`config.mk`:
```
export PLATFORM = sky130hd
export DESIGN_NAME = piezo_arbiter
export DESIGN_NICKNAME = d
export VERILOG_FILES = /design/src/rtl/piezo_arbiter.sv
export SDC_FILE = /design/constraint.sdc
export NUM_CORES = 1
export LEC_CHECK = 0
export CAP_MARGIN = 20
export CORE_AREA = 3 3 84 118
export DETAILED_ROUTE_END_ITERATION = 6
export DIE_AREA = 0 0 87 121
export GPL_TIMING_DRIVEN = 0
export PLACE_DENSITY = 0.77
export SYNTH_ARGS = -nofsm -noshare
export SYNTH_HDL_FRONTEND = slang
export SYNTH_SLANG_ARGS = --single-unit
```
`constraint.sdc`:
```
create_clock -name clk -period 2.1 [get_ports clk]
set_clock_uncertainty 0.2 [all_clocks]
set_input_delay 0.42 -clock clk [delete_from_list [all_inputs] [get_ports clk]]
set_output_delay 0.42 -clock clk [all_outputs]
set_load 0.005 [all_outputs]
```
`src/rtl/piezo_arbiter.sv`:
```
// Fixed-priority (0>1>2) owner arbiter for the single piezo_ctrl, enforcing a minimum
// note hold time and a silent gap on every owner change so the piezo never chops.
module piezo_arbiter #(
  parameter int PITCH_W  = 32,
  parameter int MIN_HOLD = 30,
  parameter int GAP      = 5
) (
  input  logic               clk,
  input  logic               rst_n,
  input  logic               i_tick,
  input  logic               i_mute,
  input  logic [2:0]         i_req_en,
  input  logic [PITCH_W-1:0] i_pitch0,
  input  logic [PITCH_W-1:0] i_pitch1,
  input  logic [PITCH_W-1:0] i_pitch2,
  output logic               o_play_en,
  output logic [PITCH_W-1:0] o_cnt_limit,
  output logic [2:0]         o_grant,
  output logic               o_busy
);

  localparam int HOLD_W = (MIN_HOLD < 1) ? 1 : $clog2(MIN_HOLD + 1);
  localparam int GAP_W  = (GAP < 1) ? 1 : $clog2(GAP + 1);
  localparam logic [HOLD_W-1:0] HOLD_MAX = HOLD_W'(MIN_HOLD);
  localparam logic [GAP_W-1:0]  GAP_MAX  = GAP_W'(GAP);

  typedef enum logic [1:0] {
    S_IDLE = 2'd0,
    S_PLAY = 2'd1,
    S_GAP  = 2'd2
  } state_t;

  state_t              state_q, state_d;
  logic [2:0]          grant_q, grant_d;
  logic [PITCH_W-1:0]  limit_q, limit_d;
  logic [HOLD_W-1:0]   hold_q, hold_d;
  logic [GAP_W-1:0]    gap_q, gap_d;
  logic                play_q, play_d;
  logic                busy_q, busy_d;

  logic [2:0]          valid;
  logic [2:0]          win;
  logic [PITCH_W-1:0]  win_pitch;
  logic [PITCH_W-1:0]  owner_pitch;
  logic                owner_valid;
  logic                higher_valid;
  logic                hold_done;
  logic                gap_done;

  // A zero pitch would make piezo_ctrl divide by zero, so it never counts as a request.
  assign valid[0] = i_req_en[0] && (i_pitch0 != '0);
  assign valid[1] = i_req_en[1] && (i_pitch1 != '0);
  assign valid[2] = i_req_en[2] && (i_pitch2 != '0);

  // Lowest set bit of valid is the highest-priority requester.
  assign win = valid & (~valid + 3'd1);

  always_comb begin
    win_pitch = '0;
    unique case (win)
      3'b001:  win_pitch = i_pitch0;
      3'b010:  win_pitch = i_pitch1;
      3'b100:  win_pitch = i_pitch2;
      default: win_pitch = '0;
    endcase
  end

  always_comb begin
    owner_pitch = '0;
    unique case (grant_q)
      3'b001:  owner_pitch = i_pitch0;
      3'b010:  owner_pitch = i_pitch1;
      3'b100:  owner_pitch = i_pitch2;
      default: owner_pitch = '0;
    endcase
  end

  // grant_q - 1 masks exactly the indices that outrank the current one-hot owner.
  assign owner_valid  = |(valid & grant_q);
  assign higher_valid = |(valid & (grant_q - 3'd1));
  assign hold_done    = (hold_q == HOLD_MAX);
  assign gap_done     = (gap_q == GAP_MAX);

  // NOTE: combinational blocks use blocking assignments and give every output a default
  // first, so no path leaves a signal unassigned and no latch is inferred.
  always_comb begin
    state_d = state_q;
    grant_d = grant_q;
    limit_d = limit_q;
    hold_d  = hold_q;
    gap_d   = gap_q;

    if (i_mute) begin
      state_d = S_IDLE;
      grant_d = '0;
      limit_d = '0;
      hold_d  = '0;
      gap_d   = '0;
    end else begin
      unique case (state_q)
        S_IDLE: begin
          if (|valid) begin
            state_d = S_PLAY;
            grant_d = win;
            limit_d = win_pitch;
            hold_d  = '0;
          end
        end

        S_PLAY: begin
          if (hold_done && (!owner_valid || higher_valid)) begin
            state_d = S_GAP;
            grant_d = '0;
            limit_d = '0;
            gap_d   = '0;
          end else begin
            // A vanished owner keeps its last non-zero pitch until the hold time expires.
            if (owner_valid) limit_d = owner_pitch;
            if (i_tick && !hold_done) hold_d = hold_q + HOLD_W'(1);
          end
        end

        S_GAP: begin
          if (gap_done) begin
            if (|valid) begin
              state_d = S_PLAY;
              grant_d = win;
              limit_d = win_pitch;
              hold_d  = '0;
            end else begin
              state_d = S_IDLE;
            end
          end else if (i_tick) begin
            gap_d = gap_q + GAP_W'(1);
          end
        end

        default: begin
          state_d = S_IDLE;
          grant_d = '0;
          limit_d = '0;
          hold_d  = '0;
          gap_d   = '0;
        end
      endcase
    end

    play_d = (state_d == S_PLAY);
    busy_d = (state_d != S_IDLE);
  end

  // NOTE: sequential state uses non-blocking assignments so every register samples
  // pre-edge values regardless of statement order.
  always_ff @(posedge clk or negedge rst_n) begin
    if (!rst_n) begin
      state_q <= S_IDLE;
      grant_q <= '0;
      limit_q <= '0;
      hold_q  <= '0;
      gap_q   <= '0;
      play_q  <= 1'b0;
      busy_q  <= 1'b0;
    end else begin
      state_q <= state_d;
      grant_q <= grant_d;
      limit_q <= limit_d;
      hold_q  <= hold_d;
      gap_q   <= gap_d;
      play_q  <= play_d;
      busy_q  <= busy_d;
    end
  end

  assign o_play_en   = play_q;
  assign o_cnt_limit = limit_q;
  assign o_grant     = grant_q;
  assign o_busy      = busy_q;

endmodule

```
; ---- Yosys cells after proc, flatten, opt, wreduce, memory -nomap -nowiden
; Cells that the tools add are included.
[totals]
romBits = 0
input_bits = 103
register_bits = 47
latch_bits = 0
out_inout_bits = 37
wordCells = 83
ramBits = 0
mem_count = 0
[classes]
n_mux = 29
n_reduce_logical = 20
shifts = 0
order_cmp = 0
div_mod_pow = 0
add_sub_neg = 4
eq_ne = 19
n_mul = 0
n_bitwise = 4
[op_table]
columns = operator, n
row1 = $pmux W32 S3, 3
row2 = $mux W32, 5
row3 = $reduce_bool A32 Y1, 3
row4 = $mux W5, 5
row5 = $mux W3, 7
row6 = $ne A3 B3 Y1 const B, 6
row7 = $pmux W3 S3, 2
row8 = $pmux W5 S3, 1
row9 = $and A3 B3 Y3, 3
row10 = $eq A3 B3 Y1 const B, 3
row11 = $reduce_or A3 Y1, 3
row12 = $mux W2, 4
row13 = $add A3 B1 Y3 const B, 2
row14 = $eq A3 B1 Y1 const B, 2
row15 = $eq A3 B2 Y1 const B, 2
row16 = $pmux W2 S3, 1
row17 = $add A5 B1 Y5 const B, 1
row18 = $eq A5 B5 Y1 const B, 1
row19 = $logic_and A1 B1 Y1, 5
row20 = $eq A2 B1 Y1 const B, 2
row21 = $ne A4 B4 Y1 const B, 1
row22 = $reduce_and A2 Y1, 2
row23 = $reduce_and A4 Y1, 1
row24 = $not A3 Y3, 1
row25 = 9 further kinds, 10

; ---- Depth between registers and ports, before layout
; Gate-level depths: netlist (run 1).
[depth]
depth_word = 11
ltp_mapped = 10
depth_no_buf = 8

; ---- Least setup slack after synthesis (run 1)
; No wires, ideal clock.
[synth_timing]
path_type = input to register
start = input i_pitch0[30]
end = register limit_q[0], in the netlist o_cnt_limit[0]
setup_slack_ps = -487
arrival_ps = 2239
setup_ps = 148
path_buffers = 3
required_time_ps = 1752
stages = 10
path_cell_list = nor4_1 -> nand4_1 -> o21a_1 -> buf_2 -> a222oi_1 -> a31o_2 -> or2_1 -> buf_4 -> buf_6 -> o221ai_2
[synth_via]
elab_chain_len = 11
elab_cells_between_ends = 24
cone_classes = add/sub (1) / eq/ne (4) / mux (6) / bitwise (4) / reduce/logical (9)
[synth_lines]
columns = element, line
row1 = from (decl), 13  ; input logic [PITCH_W-1:0] i_pitch0,
row2 = $reduce_bool A32 Y1 *, 51  ; assign valid[0] = i_req_en[0] && (i_pitch0 != '0);
row3 = $logic_and A1 B1 Y1 *, 51
row4 = $not A3 Y3, 56  ; assign win = valid & (~valid + 3'd1);
row5 = $add A3 B1 Y3, 56
row6 = $and A3 B3 Y3, 56
row7 = $eq A3 B3 Y1 (tied with other cells), 60  ; unique case (win)
row8 = $pmux W32 S3, 60
row9 = $mux W32, "102, 125"
row10 = $mux W32, 124  ; if (gap_done) begin
row11 = $pmux W32 S3, 100  ; unique case (state_q)
row12 = $mux W32, 93  ; if (i_mute) begin
row13 = to (signal assigned), 166  ; limit_q <= limit_d;
row14 = to (decl), 35  ; logic [PITCH_W-1:0] limit_q, limit_d;
; Every way passes the cells marked *; elsewhere a longest branch is shown, timed or not. The select of a mux whose other input is x is not followed.
; A chain may end at the register's enable or synchronous reset.

; ---- Final worst setup path (run 1)
[layout_timing]
start = input i_pitch1[15]
end = register limit_q[18], in the netlist o_cnt_limit[18]
[layout_via]
elab_chain_len = 11
elab_cells_between_ends = 24
cone_classes = add/sub (1) / eq/ne (4) / mux (6) / bitwise (4) / reduce/logical (9)
[layout_lines]
columns = element, line
row1 = from (decl), 14  ; input logic [PITCH_W-1:0] i_pitch1,
row2 = $reduce_bool A32 Y1 *, 52  ; assign valid[1] = i_req_en[1] && (i_pitch1 != '0);
row3 = $logic_and A1 B1 Y1 *, 52
row4 = $not A3 Y3, 56
row5 = $add A3 B1 Y3, 56
row6 = $and A3 B3 Y3, 56
row7 = $eq A3 B3 Y1 (tied with other cells), 60
row8 = $pmux W32 S3, 60
row9 = $mux W32, "102, 125"
row10 = $mux W32, 124
row11 = $pmux W32 S3, 100
row12 = $mux W32, 93
; Marked as above.

==> flow_metrics.tcl, run 1 <==
set metrics [dict create \
    drtIter0Drc 549 \
    ys_ff_latch 47 \
    gpl.final_weighted_congestion 0.908 \
    area_growth_pct 61.1 \
    cp.arrival_ns 2.67 \
    cts_max_level 2 \
    dp_cells 638 \
    synth-main-ff-cell "dfrtp_1" \
    setup_violations 47 \
    die_y_um 121 \
    io_buffers 139 \
    core_mm2 0.00898 \
    path_clk_slew_ns 0.07 \
    grt_use_met3_pct 6.52 \
    cts_sinks 47 \
    rsz0062_at_grt "true" \
    std_cell_rows 41 \
    cp.required_ns 2.08 \
    p_leak_uw 0.00230 \
    met1_usage_pct 36.5 \
    final_layout_size_suffix_gt1_share_pct 39.5 \
    ys_types 43 \
    cts_tree "done" \
    grt_pass1_vias 4706 \
    crit_top_cell "buf_6" \
    ys_seq_area_share_pct 32.2 \
    clock_path_buffers 2 \
    cp_max_fo 5 \
    ioPinCount 140 \
    tightestPinTransition_ns 0.635 \
    period_share_pct 128 \
    hold_ws_ns 0.210 \
    syn_avg_cell_area_um2 9.35 \
    synth_edf_count 0 \
    drv_cap 0 \
    timing.critical_path.buf_inv 5 \
    hold_viol_final 0 \
    dr_total_vias 4773 \
    use_met2_pct 50.1 \
    critPathTopFamily "compound AO/OA/AOI/OAI gates" \
    place_hpwl_mm 11.9 \
    slowest_stage "nor4_4" \
    routedWlPerCell_um 24.9 \
    synth_common_cells "47 x dfrtp_1, 43 x nand2_1, 34 x a21oi_1, 34 x a32o_1, 32 x a221o_1" \
    antenna_cells 0 \
    fin_nets 684 \
    cp-start-kind "primary input" \
    slew_viol_final 0 \
    yosysMostFrequentCell "dfrtp_1" \
    clock.fmax_ghz 0.371 \
    worst_slack_ns -0.596 \
    synthTopCellsByArea "dfrtp_1 32%, a32o_1 9.3%, a221o_1 8.8%, o221ai_2 8.6%, a21oi_1 4.7%" \
    grt_use_total_pct 30.7 \
    async_reset_ff_share_pct 100 \
    layout.cells.non_filler 681 \
    ant_nets 0 \
    min_period_ns 2.70 \
    critPathMaxStageDelay_ns 0.34 \
    die_w_um 87 \
    viasPerCell 7.01 \
    drt_wl_total_mm 17.0 \
    synthCells 391 \
    r2r_slack_ns -0.45 \
    crit_chain "buf_2 -> nor4_4 -> nand4_1 -> o21a_1 -> buf_6 -> a222oi_1 -> a31o_2 -> or2_1 -> buf_6 -> buf_12 -> clkbuf_16 -> o221ai_2" \
    root_buffer "clkbuf_16" \
    synth_top_area_cell "dfrtp_1" \
    powerDensity_mw_per_mm2 635 \
    grt_overflow 0 \
    initial_core_util_pct 40.7 \
    dieArea_mm2 0.0105 \
    hold_class "primary input to flip-flop" \
    clk_latency_ns 0.30 \
    gr-max-usage-layer "met2" \
    cts_made_buffers 5 \
    antenna_found_initial 0 \
    crit_path_end_kind "flip-flop" \
    yosysTopAreaCellShare_pct 32.2 \
    run_status "finished, violations left" \
    syn_area_mm2 0.00366 \
    max_slew_margin_pct 57.7 \
    ir_worst_vdd_mv 0.431 \
    ys_warn_count 0 \
    grt_pass1_wl_mm 25.1 \
    dr.pass1.iters 7 \
    failed_checks "negative setup slack" \
    path_class "primary input to flip-flop" \
    grt_max_degree 26 \
    drc_errors 0 \
    syn_nets 502 \
]
==> power by group <==
group	leakage [µW]	internal, µW	switching, µW
Combinational	0.00159	820	828
Sequential	0.000621	1030	91.4
Clock	0.0000844	569	397
==> cell families (layout without fill, tap and decap cells) <==
group,after synthesis,in the layout,synth area share (%)
compound gates,188,188,45.4
xor+xnor,4,4,0.958
fa+ha+maj,8,8,2.74
buf+inv,42,225,5.20
flops,47,47,32.2
simple gates,102,102,13.6
==> cell type report <==
type | count | area, µm²
Timing Repair Buffer | 175 | 1460
Multi-Input combinational cell | 302 | 2680
Clock buffer | 5 | 125
Inverter | 4 | 15.0
Buffer | 38 | 255
Fill cell | 721 | 3090
Clock inverter | 3 | 47.5
Tap cell | 107 | 134
Sequential cell | 47 | 1180
==> metal layers <==
metal	vias to the layer above	wire length [µm]
met3	106	1750
met2	406	8040
met1	2276	5840
met4	0	1370
li1	1985	-
met5	-	0
==> flip-flops by register name, indices dropped and copies added, names as in the netlist <==
| name | cells |
|---|---|
| o_cnt_limit | 32 |
| hold_q | 5 |
| gap_q | 3 |
| o_grant | 3 |
| state_q | 2 |
| o_busy | 1 |
| o_play_en | 1 |
==> per-stage QoR <==
stage               power [µW]  utilization (%)  worst slack (ns)  setup TNS, ns  cell area (µm²)
finish                    3740             65.6            -0.596         -21.70             5890
global route              3880             65.6            -0.646         -24.07             5890
global placement          2520             59.4             -1.53        -112.37             5340
CTS                       3600             63.8            -0.491         -17.99             5730
detailed placement        2530             59.6             -1.52         -61.40             5350
floorplan                 1790                -            -0.422         -13.55             3810
==> path summary, 6_finish.rpt <==
kind | from | to | cells past startpoint
hold / removal | i_pitch0[29] | o_cnt_limit[29] | 3
max in group asynchronous | rst_n | o_grant[0] | 3
setup / recovery | i_pitch1[15] | o_cnt_limit[18] | 12
setup reg to reg | o_grant[0] | o_cnt_limit[18] | 10
hold reg to reg | o_cnt_limit[26] | o_cnt_limit[26] | 2
min in group asynchronous | rst_n | hold_q[0] | 2
==> layout by cell type, fill, tap and decap left out, drive strengths merged, types with 2 or more instances in the layout <==
cell	synthesis	routed
a21boi	2	2
a21oi	34	34
a221o	32	32
a31oi	2	2
a32o	34	34
and2	2	2
buf	9	104
clkbuf	29	54
clkdlybuf4s15	0	14
clkdlybuf4s50	0	41
dfrtp	47	47
dlygate4sd2	0	4
ha	8	8
inv	4	5
nand2	43	43
nand2b	2	2
nand3	4	4
nand4	7	7
nor2	11	11
nor2b	2	2
nor3	3	3
nor4	24	24
o211ai	18	18
o21a	3	3
o21ai	28	28
o221ai	23	23
o31ai	2	2
or2	3	3
xnor2	4	4
==> what timing repair did <==
item	4_1_cts	5_1_grt
endpoints found under the hold margin	24	0
setup buffers	23	7
gates cloned	1	3
pin swaps	42	43
hold buffers	1	0
setup endpoints to repair	47	47
resized for setup	379	56
==> worst register-to-register path, delay by kind of cell, from the launching register on <==
kind / cells / cell delay [ns]
AOI/OAI and AO/OA: 3 / 0.62
xor gates and xnor gates: 1 / 0.22
adders and majority gates: 1 / 0.23
buffers and inverters: 4 / 0.56
DFF: 1 / 0.44
and+or+nand+nor: 1 / 0.23
Power figures use the tool's default switching activity.
==> inputs of run 2 (changes only) <==
--- a/config.mk
+++ b/config.mk
@@ -11,6 +11,7 @@
 export DIE_AREA = 0 0 87 121
 export GPL_TIMING_DRIVEN = 0
 export PLACE_DENSITY = 0.77
+export RECOVER_POWER = 25
 export SYNTH_ARGS = -nofsm -noshare
 export SYNTH_HDL_FRONTEND = slang
 export SYNTH_SLANG_ARGS = --single-unit
==> run 2 against run 1 <==
Net effect: the run still ends with negative setup slack left; setup slack gained 0.0065 ns; hold slack lost 0.0014 ns; global-route usage is the same; sequential share of layout area is the same; combinational power is essentially flat; first-iteration DRC count grew 1.8%; cell area is the same; maximum frequency grew 0.24%; via count shrank 0.13%; non-clock buffer count is the same; critical path type unchanged.
==> flow_metrics.tcl, run 2 (synthesis results as in run 1) <==
set metrics [dict create \
    cp.arrival_ns 2.67 \
    hold_ws_ns 0.208 \
    std_cell_rows 41 \
    die_w_um 87 \
    cts_sinks 47 \
    p_seq_share_pct 30.1 \
    viasPerCell 7.00 \
    core_mm2 0.00898 \
    ioPinCount 140 \
    hold_class "primary input to flip-flop" \
    grt_use_met3_pct 6.52 \
    drc_errors 0 \
    initial_core_util_pct 40.7 \
    antenna_cells 0 \
    antenna_found_initial 0 \
    fin_setup_tns_ns -21.65 \
    clock.fmax_ghz 0.372 \
    met1_usage_pct 36.5 \
    dr_total_vias 4767 \
    slew_viol_final 0 \
    grt_max_degree 26 \
    combPwrFrac_pct 44.1 \
    period_share_pct 128 \
    gpl.final_weighted_congestion 0.908 \
    dr.pass1.iters 7 \
    use_met2_pct 50.1 \
    fin_nets 684 \
    swShare_pct 35.3 \
    dp_worst_setup_slack_ns -1.52 \
    place_hpwl_mm 11.9 \
    critPathMaxStageDelay_ns 0.34 \
    timing.critical_path.buf_inv 5 \
    run_status "finished, violations left" \
    crit_chain "buf_2 -> nor4_4 -> nand4_1 -> o21a_1 -> buf_6 -> a222oi_1 -> a31o_2 -> or2_1 -> buf_6 -> buf_12 -> clkbuf_16 -> o221ai_2" \
    path_class "primary input to flip-flop" \
    cp-start-kind "primary input" \
    crit_top_cell "buf_6" \
    dpl_cell_area_mm2 0.00535 \
    cts_max_level 2 \
    hold_viol_final 0 \
    cts_tree "done" \
    cp.required_ns 2.08 \
    clock_path_buffers 2 \
    final_layout_size_suffix_gt1_share_pct 39.5 \
    dieArea_mm2 0.0105 \
    critPathTopFamily "compound AO/OA/AOI/OAI gates" \
    drt_wl_total_mm 17.1 \
    worst_slack_ns -0.589 \
    gr-max-usage-layer "met2" \
    layout_common_cells "55 x buf_2, 45 x dfrtp_1, 41 x nand2_1, 41 x clkdlybuf4s50_1" \
    p_leak_uw 0.00230 \
    tightestPinTransition_ns 0.703 \
    intPower_uw 2420 \
    path_clk_slew_ns 0.07 \
    drv_cap 0 \
    max_slew_margin_pct 53.1 \
    failed_checks "negative setup slack" \
    final_area_mm2 0.00589 \
    ant_nets 0 \
    grt_use_total_pct 30.7 \
    min_period_ns 2.69 \
    ir_worst_vdd_mv 0.432 \
    cp_max_fo 5 \
    powerDensity_mw_per_mm2 636 \
    crit_path_end_kind "flip-flop" \
    grt_overflow 0 \
    drtIter0Drc 559 \
    p_clk_share_pct 25.8 \
    setup_violations 47 \
    p_sw_uw 1320 \
    die_y_um 121 \
    clk_latency_ns 0.30 \
    grt_pass1_wl_mm 25.1 \
    grt_pass1_vias 4706 \
    slowest_stage "nor4_4" \
    routedWlPerCell_um 25.1 \
    cts_made_buffers 5 \
    rsz0062_at_grt "true" \
    io_buffers 139 \
    mostFrequentLayoutCell "buf_2" \
    largest_reg_flops 32 \
    root_buffer "clkbuf_16" \
    area_growth_pct 61.1 \
    postLayoutCoreUtil_pct 65.6 \
]
run 2: final timing paths:
check | slack (ns) | start | end | depth (start not counted)
min in group asynchronous | 0.49 | rst_n | hold_q[0] | 2
min reg2reg | 0.30 | o_cnt_limit[26] | o_cnt_limit[26] | 2
min | 0.21 | i_pitch0[29] | o_cnt_limit[29] | 3
max reg2reg | -0.46 | o_grant[0] | o_cnt_limit[18] | 10
max in group asynchronous | 0.63 | rst_n | o_grant[0] | 3
max | -0.59 | i_pitch1[15] | o_cnt_limit[18] | 12
run 2: worst register-to-register path: cells and delay by family, from the launching register on:
family	cells	cell delay [ns]
xor gates and xnor gates	1	0.22
and+or+nand+nor	1	0.23
DFF	1	0.44
adders and majority gates	1	0.23
AOI/OAI and AO/OA	3	0.62
buffers and inverters	4	0.56
run 2: timing repair:
action | CTS | global route
setup buffers | 23 | 7
setup endpoints to repair | 47 | 47
hold buffers | 1 | 0
endpoints found under the hold margin | 24 | 0
resized for setup | 379 | 56
gates cloned | 1 | 3
pin swaps | 42 | 43
run 2: area by class of cell:
type | count | area [µm²]
buffer | 38 | 255
clock buffer | 5 | 125
clock inverter | 3 | 47.5
fill | 721 | 3090
inverter | 4 | 15.0
multi-input combinational | 302 | 2680
sequential | 47 | 1180
tap | 107 | 134
timing repair buffer | 175 | 1460
run 2: stage by stage:
stage	power (µW)	instances
floorplan	1790	391
global placement	2520	637
detailed placement	2530	638
CTS	3600	671
global route	3880	681
finish	3740	681
run 2: power by group through the flow:
| stage | registers, µW | clock network, µW | logic [µW] |
|---|---|---|---|
| after floorplan | 1130 | 0 | 655 |
| after global placement | 1140 | 0 | 1380 |
| after detailed placement | 1140 | 0 | 1390 |
| after CTS | 1130 | 972 | 1500 |
| after global routing | 1140 | 1000 | 1740 |
| final | 1130 | 966 | 1650 |
run 2: metal layers:
metal  up-vias  share of wire [%]
met3        95                 11
li1       1986                  -
met2       407                 48
met1      2279                 34
met5         -                  0
met4         0                7.4
==> inputs of run 3 (changes only) <==
--- a/config.mk
+++ b/config.mk
@@ -6,9 +6,9 @@
 export NUM_CORES = 1
 export LEC_CHECK = 0
 export CAP_MARGIN = 20
-export CORE_AREA = 3 3 84 118
+export CORE_AREA = 3 3 99 101
 export DETAILED_ROUTE_END_ITERATION = 6
-export DIE_AREA = 0 0 87 121
+export DIE_AREA = 0 0 102 104
 export GPL_TIMING_DRIVEN = 0
 export PLACE_DENSITY = 0.77
 export RECOVER_POWER = 25
==> run 3 against run 2 <==
Net effect: the flow still finishes with violations (negative setup slack); utilization decreased by 1.9 points; final cell count increased by 0.44%; flip-flop and latch count unchanged; register-to-register slack got worse by 0.02 ns; hold slack got worse by 0.023 ns; critical path type unchanged; highest routed layer unchanged; sequential share of layout area increased by 0.29 points; wire length decreased by 0.91%; largest cell class unchanged; total power decreased by 10%; maximum frequency decreased by 0.60%; largest power group unchanged; count of clock-buffer cells in the layout increased by 3; cell area decreased by 1.4%.
==> flow_metrics.tcl, run 3 (synthesis results as in run 1) <==
set metrics [dict create \
    run_status "finished, violations left" \
    failed_checks "negative setup slack" \
    r2r_cells 10 \
    final.fill_count 767 \
    final_layout_size_suffix_gt1_share_pct 36.8 \
    dpl_cell_area_mm2 0.00536 \
    grt_overflow 0 \
    ant_nets 0 \
    cp-start-kind "primary input" \
    rsz0062_at_grt "true" \
    core_mm2 0.00911 \
    cp.required_ns 2.08 \
    area_growth_pct 58.8 \
    clock_path_buffers 2 \
    final-seq-area_mm2 0.00118 \
    grt_use_total_pct 30.1 \
    min_to "o_cnt_limit[27]" \
    grt_pass1_wl_mm 25.1 \
    hold_class "primary input to flip-flop" \
    routedWlPerCell_um 24.7 \
    cts_max_level 2 \
    cts_made_buffers 5 \
    period_share_pct 129 \
    hold_viol_final 0 \
    dp_worst_setup_slack_ns -1.53 \
    path_class "primary input to flip-flop" \
    layout.cells.non_filler 684 \
    hold_ws_ns 0.186 \
    tightestPinTransition_ns 1.15 \
    drtIter0Drc 479 \
    largest_reg_flops 32 \
    r2r_slack_ns -0.48 \
    grt_pass1_vias 4511 \
    clock.fmax_ghz 0.370 \
    viasPerCell 6.76 \
    ir_worst_vdd_mv 0.376 \
    dieArea_mm2 0.0106 \
    setup_violations 47 \
    mostFrequentLayoutCell "dfrtp_1" \
    ioPinCount 140 \
    dp_cells 642 \
    cts_sinks 47 \
    hp-start "i_pitch0[27]" \
    worst_slack_ns -0.605 \
    initial_core_util_pct 40.1 \
    p_leak_uw 0.00225 \
    dr_total_vias 4624 \
    fin_nets 683 \
    crit_path_end_kind "flip-flop" \
    min_period_ns 2.71 \
    reg2reg_from "o_grant[0]" \
    slew_viol_final 0 \
    r2r-end "o_cnt_limit[26]" \
    io_buffers 139 \
    drv_cap 0 \
    dr.pass1.iters 6 \
    root_buffer "clkbuf_8" \
    path_clk_slew_ns 0.10 \
    cp_max_fo 5 \
    layout_common_cells "45 x dfrtp_1, 42 x clkbuf_2, 42 x nand2_1, 42 x clkdlybuf4s50_1, 34 x a32o_1" \
    antenna_cells 0 \
    antenna_found_initial 0 \
    postLayoutCoreUtil_pct 63.7 \
    die_w_um 102 \
    drc_errors 0 \
    powerDensity_mw_per_mm2 579 \
    final_area_mm2 0.00581 \
    die_y_um 104 \
    multi_input_area_mm2 0.00266 \
    std_cell_rows 35 \
    gpl.final_weighted_congestion 1.01 \
    hold_depth 3 \
    grt_max_degree 29 \
    drt_wl_total_mm 16.9 \
    cts_tree "done" \
    cp.arrival_ns 2.69 \
    place_hpwl_mm 12.5 \
    clk_latency_ns 0.31 \
    max_slew_margin_pct 23.7 \
]
-- run 3: cell count changes in the layout (fill, tap and decap cells not counted), moves of 4 or more --
cell and change:
buf_6 +8, dlygate4sd2_1 +11, clkbuf_8 +6, clkbuf_16 -5
buf_2 -34, buf_12 -4, clkdlybuf4s15_2 -5, clkbuf_2 +20
-- run 3: worst max path at each step --
stage / slack (ns) / depth (start not counted) / endpoint / start
2_1_floorplan: -0.42 / 10 / o_cnt_limit[10] / i_pitch0[10]
6_report: -0.61 / 12 / o_cnt_limit[26] / i_pitch0[27]
3_3_place_gp: -1.60 / 9 / o_cnt_limit[31] / i_pitch1[29]
3_5_place_dp: -1.53 / 9 / o_cnt_limit[16] / i_pitch1[29]
4_1_cts: -0.53 / 12 / o_cnt_limit[0] / i_pitch0[29]
5_1_grt: -0.62 / 11 / o_cnt_limit[26] / i_pitch2[8]
-- run 3: final cells by class --
class	count	share of cell area (%)
plain buffers	37	4.35
clock buffers	8	1.72
inverters	4	0.259
multi-input cells	302	45.7
flip-flops and latches	47	20.3
well taps	111	2.39
repair buffers	175	25.2
-- run 3: worst max-delay path, cell delays in order --
cell and delay [ns]:
buf_8 0.10, nor4_4 0.33, nand4_1 0.21, o21a_2 0.27, buf_6 0.12, o41ai_4 0.38, a31o_2 0.20, or2_1 0.13
buf_6 0.13, buf_12 0.13, clkbuf_16 0.15, o221ai_2 0.10
-- run 3: through the flow --
stage	setup TNS, ns	total power, µW
2_1_floorplan	-13.55	1790
3_3_place_gp	-113.83	2520
3_5_place_dp	-61.98	2540
4_1_cts	-19.81	3280
5_1_grt	-24.11	3500
6_report	-22.18	3360
-- run 3: power breakdown --
group	switching, µW	total, µW	internal, µW
Combinational	823	1600	780
Sequential	91.6	1130	1030
Clock	335	636	302
Total	1250	3360	2120
-- run 3: repair_timing --
action | in CTS | in global routing
pin swaps | 35 | 61
gates resized for setup | 245 | 155
gates cloned | 1 | 2
setup buffers | 22 | 13
endpoints found under the setup margin | 47 | 47
hold buffers | 1 | 0
endpoints found under the hold margin | 19 | 0
-- run 3: routing by layer --
layer | part of all wire [%] | GRT usage (%) | wire (µm)
met1 | 39 | 42.1 | 6580
met2 | 48 | 47.2 | 8080
met4 | 2.7 | 9.47 | 463
met3 | 11 | 5.16 | 1810
met5 | 0 | 0 | 0
